`config.mk`:
```
export PLATFORM = sky130hd
export DESIGN_NAME = data_register_bank
export DESIGN_NICKNAME = d
export VERILOG_FILES = /design/src/rtl/data_register_bank.sv
export SDC_FILE = /design/constraint.sdc
export NUM_CORES = 1
export LEC_CHECK = 0
export ABC_AREA = 1
export CAP_MARGIN = 20
export CORE_MARGIN = 1
export CORE_UTILIZATION = 48
export CTS_BUF_LIST = sky130_fd_sc_hd__clkbuf_4
export CTS_CLUSTER_DIAMETER = 200
export DETAILED_ROUTE_END_ITERATION = 16
export HOLD_SLACK_MARGIN = 0.02
export PLACE_DENSITY = 0.79
export REMOVE_ABC_BUFFERS = 1
export SETUP_SLACK_MARGIN = 0.05
export SLEW_MARGIN = 20
export SYNTH_ARGS = -nofsm -noshare
export SYNTH_HDL_FRONTEND = slang
export SYNTH_SLANG_ARGS = --single-unit
```
`constraint.sdc`:
```
create_clock -name clk -period 1.53 [get_ports clk]
set_input_delay 0.153 -clock clk [delete_from_list [all_inputs] [get_ports clk]]
set_output_delay 0.153 -clock clk [all_outputs]
set_load 0.005 [all_outputs]
```
`src/rtl/data_register_bank.sv`:
```
// data_register_bank: NUM_DR data registers, address register (AR) and
// program counter (PC) with two operand read ports, one bus output port and
// an AR burst engine that steps AR by +/-1 on each memory handshake.
// Optional build macro: DRB_BYPASS_EN (write-through forwarding on reads).
//
//   state   | meaning
//   --------+-------------------------------------------------------------
//   S_IDLE  | engine idle; bus owns AR, burst start accepted
//   S_BURST | engine owns AR; each i_burst_step advances AR, counts down
module data_register_bank #(
  parameter int DATA_WIDTH = 8,
  parameter int NUM_DR     = 4,
  parameter int PC_RESET   = 0,
  localparam int SEL_W     = $clog2(NUM_DR + 2)
) (
  input  logic                  clk,
  input  logic                  rst,
  input  logic [DATA_WIDTH-1:0] i_data,
  input  logic                  i_wr_en,
  input  logic [SEL_W-1:0]      i_wr_sel,
  input  logic [SEL_W-1:0]      i_rd_sel0,
  input  logic [SEL_W-1:0]      i_rd_sel1,
  input  logic                  i_out_en,
  input  logic [SEL_W-1:0]      i_out_sel,
  input  logic                  i_pc_count_en,
  input  logic                  i_mem_addr_source,
  input  logic                  i_burst_start,
  input  logic [DATA_WIDTH-1:0] i_burst_len,
  input  logic                  i_burst_dir,
  input  logic                  i_burst_step,
  output logic [DATA_WIDTH-1:0] o_operand0,
  output logic [DATA_WIDTH-1:0] o_operand1,
  output logic [DATA_WIDTH-1:0] o_register_output,
  output logic [DATA_WIDTH-1:0] o_direct_addr,
  output logic [DATA_WIDTH-1:0] o_mem_addr,
  output logic [DATA_WIDTH-1:0] o_program_addr,
  output logic                  o_burst_busy,
  output logic                  o_burst_done
);

  localparam logic [SEL_W-1:0] AR_CODE = SEL_W'(NUM_DR);
  localparam logic [SEL_W-1:0] PC_CODE = SEL_W'(NUM_DR + 1);

  typedef enum logic {S_IDLE, S_BURST} state_t;

  state_t                state_q, state_d;
  logic [DATA_WIDTH-1:0] dr_q [NUM_DR];
  logic [DATA_WIDTH-1:0] dr_d [NUM_DR];
  logic [DATA_WIDTH-1:0] ar_q, ar_d;
  logic [DATA_WIDTH-1:0] pc_q, pc_d;
  logic [DATA_WIDTH-1:0] cnt_q, cnt_d;
  logic                  dir_q, dir_d;
  logic                  done_q, done_d;
  logic                  busy;

  assign busy = (state_q == S_BURST);

  // Register read mux; unknown codes read as zero.
  function automatic logic [DATA_WIDTH-1:0] reg_value(input logic [SEL_W-1:0] code);
    logic [DATA_WIDTH-1:0] v;
    v = '0;
    for (int k = 0; k < NUM_DR; k++) begin
      if (code == SEL_W'(k)) v = dr_q[k];
    end
    if (code == AR_CODE) v = ar_q;
    if (code == PC_CODE) v = pc_q;
`ifdef DRB_BYPASS_EN
    // Forward only writes that will actually land; AR writes are dropped while busy.
    if (i_wr_en && (code == i_wr_sel) && (code <= PC_CODE) && !((code == AR_CODE) && busy))
      v = i_data;
`else
`endif
    return v;
  endfunction

  // Burst engine next-state: start/count-down control and done pulse.
  always_comb begin
    state_d = state_q;
    cnt_d   = cnt_q;
    dir_d   = dir_q;
    done_d  = 1'b0;
    case (state_q)
      S_IDLE: begin
        if (i_burst_start) begin
          if (i_burst_len != '0) begin
            state_d = S_BURST;
            cnt_d   = i_burst_len;
            dir_d   = i_burst_dir;
          end else begin
            done_d = 1'b1;
          end
        end
      end
      S_BURST: begin
        if (i_burst_step) begin
          cnt_d = cnt_q - 1'b1;
          if (cnt_q == DATA_WIDTH'(1)) begin
            state_d = S_IDLE;
            done_d  = 1'b1;
          end
        end
      end
      default: state_d = S_IDLE;
    endcase
  end

  // Register file next values: bus writes, AR stepping, PC counting.
  always_comb begin
    for (int k = 0; k < NUM_DR; k++) begin
      dr_d[k] = dr_q[k];
      if (i_wr_en && (i_wr_sel == SEL_W'(k))) dr_d[k] = i_data;
    end

    ar_d = ar_q;
    if (busy) begin
      if (i_burst_step) ar_d = dir_q ? (ar_q - 1'b1) : (ar_q + 1'b1);
    end else if (i_wr_en && (i_wr_sel == AR_CODE)) begin
      ar_d = i_data;
    end

    pc_d = pc_q;
    if (i_wr_en && (i_wr_sel == PC_CODE)) pc_d = i_data;
    else if (i_pc_count_en)               pc_d = pc_q + 1'b1;
  end

  // State and register update with synchronous reset.
  always_ff @(posedge clk) begin
    if (rst) begin
      state_q <= S_IDLE;
      for (int k = 0; k < NUM_DR; k++) dr_q[k] <= '0;
      ar_q    <= '0;
      pc_q    <= DATA_WIDTH'(PC_RESET);
      cnt_q   <= '0;
      dir_q   <= 1'b0;
      done_q  <= 1'b0;
    end else begin
      state_q <= state_d;
      for (int k = 0; k < NUM_DR; k++) dr_q[k] <= dr_d[k];
      ar_q    <= ar_d;
      pc_q    <= pc_d;
      cnt_q   <= cnt_d;
      dir_q   <= dir_d;
      done_q  <= done_d;
    end
  end

  // Output ports.
  always_comb begin
    o_operand0        = reg_value(i_rd_sel0);
    o_operand1        = reg_value(i_rd_sel1);
    o_register_output = i_out_en ? reg_value(i_out_sel) : '0;
    o_direct_addr     = ar_q;
    o_program_addr    = pc_q;
    o_mem_addr        = (busy || !i_mem_addr_source) ? ar_q : pc_q;
    o_burst_busy      = busy;
    o_burst_done      = done_q;
  end

endmodule

```
==> run metrics <==
setup TNS after final layout=-175 ps; Tightest Hold Check Type=in2reg; fin crit share=103%; final instance area=6590 um^2; fin cells=935; Post-route DRC=0; final-report hold violation count=0; clock network latency to the later pin of the worst-skew pair=430 ps; Die W=94.4 um; Critical Path Sink=o_operand1[2]; Top-Level Pins=87; H-tree lvl count=3; CP arrival=1420 ps; grt total ovfl=0; clock slew at reported path FFs=100 ps; Final ANT Viol Nets=0; Util after Layout=79.8%; sequential share of the synthesized area=28.8%; Buffers on Ports=86; row count=33; Mapped Avg Cell Area=6.46 um^2; Max Buffers Root-to-Sink=2; commonest non-fill, non-tap cells in the layout=nand2_1, buf_4, a21oi_1; FF-to-FF End=o_direct_addr[4]; critical path launch point=dr_q[0][2]; setup ws final=-47.5 ps; Critical Path Sink Type=output port; post-synthesis cell type count=36; #FFs+latches synth=59; Routed wire per std cell=19.0 um; crit path kind=reg2out; largest net degree at the start of global routing=50; TritonRoute pass-1 iters=5; clk_skew=16.2 ps; first-pass GRT wire length=26.3 mm; Post-DP Area=5670 um^2; Post-synth top flop=dfxtp_1; Fill cells=557; EDFF count, synth=0; Worst slew margin=78.4%; Nets=873; Setup Viol. Count Final=6; post-synthesis cell count=634; CP startpoint kind=register; core region area=8260 um^2; Worst Max-Slew Pin Slew=323 ps; Slew Viols, Final=0; starting density of the core=49.6%; number of DRC markers in iteration 0=570; Post-DP HPWL=11.1 mm; GP Congestion=0.955; Fmax=0.634 GHz; R2R cell count=9; Area Growth Syn to Fin=60.9%; asr flop ratio synth=0%; Inserted Diodes=0; CTS tree=built; Tmin final=1580 ps; Clock Tree Root=clkbuf_4; R2R Setup Slk=-30 ps; TritonCTS buffer count=9; gr usage total=39.0%; register area=1240 um^2; area of the multi-input gates=3010 um^2; CP max FO=3; status=finished with violations; dpl ws=-670 ps; Peak supply drop=495 uV; Tot Pwr=4.15 mW; yosys warns=0; RSZ-0062 raised after global routing=true; number of global-route vias before repair=5220; PD cells=630 nW/um^2; via/cell ratio=6.08; commonest non-fill, non-tap cell in the layout=nand2_1; Via Count=5681; initial antenna violation count=0; leakage=2.99 nW; drt total wl=17.8 mm; Hold WS=373 ps; clock sink count=59; FF-to-FF Start=dir_q; Post-Syn Area=4100 um^2; max cap viols=0; failing checks=setup timing; fraction of layout cells with a size suffix above 1=43.9%; Worst Path Required=1380 ps; die area=8910 um^2; placed cells=884; Die H=94.4 um
## per-layer routing
layer	global-route usage [%]	part of all wire (%)	up-vias
li1	-	-	2537
met1	48.9	38	2593
met2	61.8	45	447
met3	10.9	12	104
met4	18.1	5.3	0
met5	0	0	-
## sequential cells by signal, indices dropped and copies added, names as in the netlist
signal / flops
dr_q: 32
cnt_q: 8
o_direct_addr: 8
o_program_addr: 8
dir_q: 1
o_burst_busy: 1
o_burst_done: 1
## layout make-up
type | count | area share (%)
Inverter | 96 | 5.69
Tap cell | 105 | 1.99
Clock inverter | 5 | 0.323
Sequential cell | 59 | 18.7
Timing Repair Buffer | 199 | 26.5
Clock buffer | 10 | 1.14
Multi-Input combinational cell | 461 | 45.6
## worst min path at each step
stage	start	endpoint	slack [ps]	depth (start not counted)
floorplan	rst	o_direct_addr[3]	220	1
global placement	cnt_q[1]	cnt_q[1]	490	2
detailed placement	dir_q	dir_q	510	2
CTS	i_data[6]	o_program_addr[6]	350	3
global route	i_burst_dir	dir_q	380	3
finish	i_data[6]	o_program_addr[6]	370	3
## worst max-delay path, stage by stage, from the launching register on
cell and delay (ps):
dfxtp_2 350, inv_2 70, o22ai_2 90, a21oi_2 180, o2111ai_2 150, buf_2 160
## cells in the mapped netlist (all sizes together) (6+ instances only)
master / instances / area, um^2
buf: 12 / 76.3
nor2: 44 / 183
o2111ai: 13 / 114
o211ai: 6 / 55.1
nand2: 131 / 497
nand4: 6 / 37.5
ha: 9 / 113
nor3: 14 / 145
o22ai: 19 / 119
o21ai: 77 / 397
a21oi: 89 / 445
clkbuf: 7 / 26.3
inv: 96 / 360
dfxtp: 59 / 1180
xor2: 9 / 78.8
nand3: 28 / 145
## what timing repair did
action / 4_1_cts / 5_1_grt
setup endpoints to repair: 55 / 49
resized for setup: 309 / 90
cloned: 1 / 1
hold buffers: 0 / 0
pin swaps: 49 / 46
buffers inserted: 31 / 5
## cell families (layout without fill, tap and decap cells)
kind of cell / Yosys count / after routing / share of synthesized area [%]
fa+ha+maj: 10 / 10 / 3.24
simple gates: 227 / 228 / 25.2
flops: 59 / 59 / 28.8
buf+inv: 115 / 310 / 11.3
compound gates: 210 / 210 / 28.6
mux: 1 / 1 / 0.244
xor+xnor: 12 / 12 / 2.57
## report_power, final
part	internal (mW)	switching [mW]
clock	0.322	0.580
sequential	1.63	0.0832
combinational	0.699	0.843
total	2.65	1.51
Note: power is estimated with default switching activity, not from simulation.
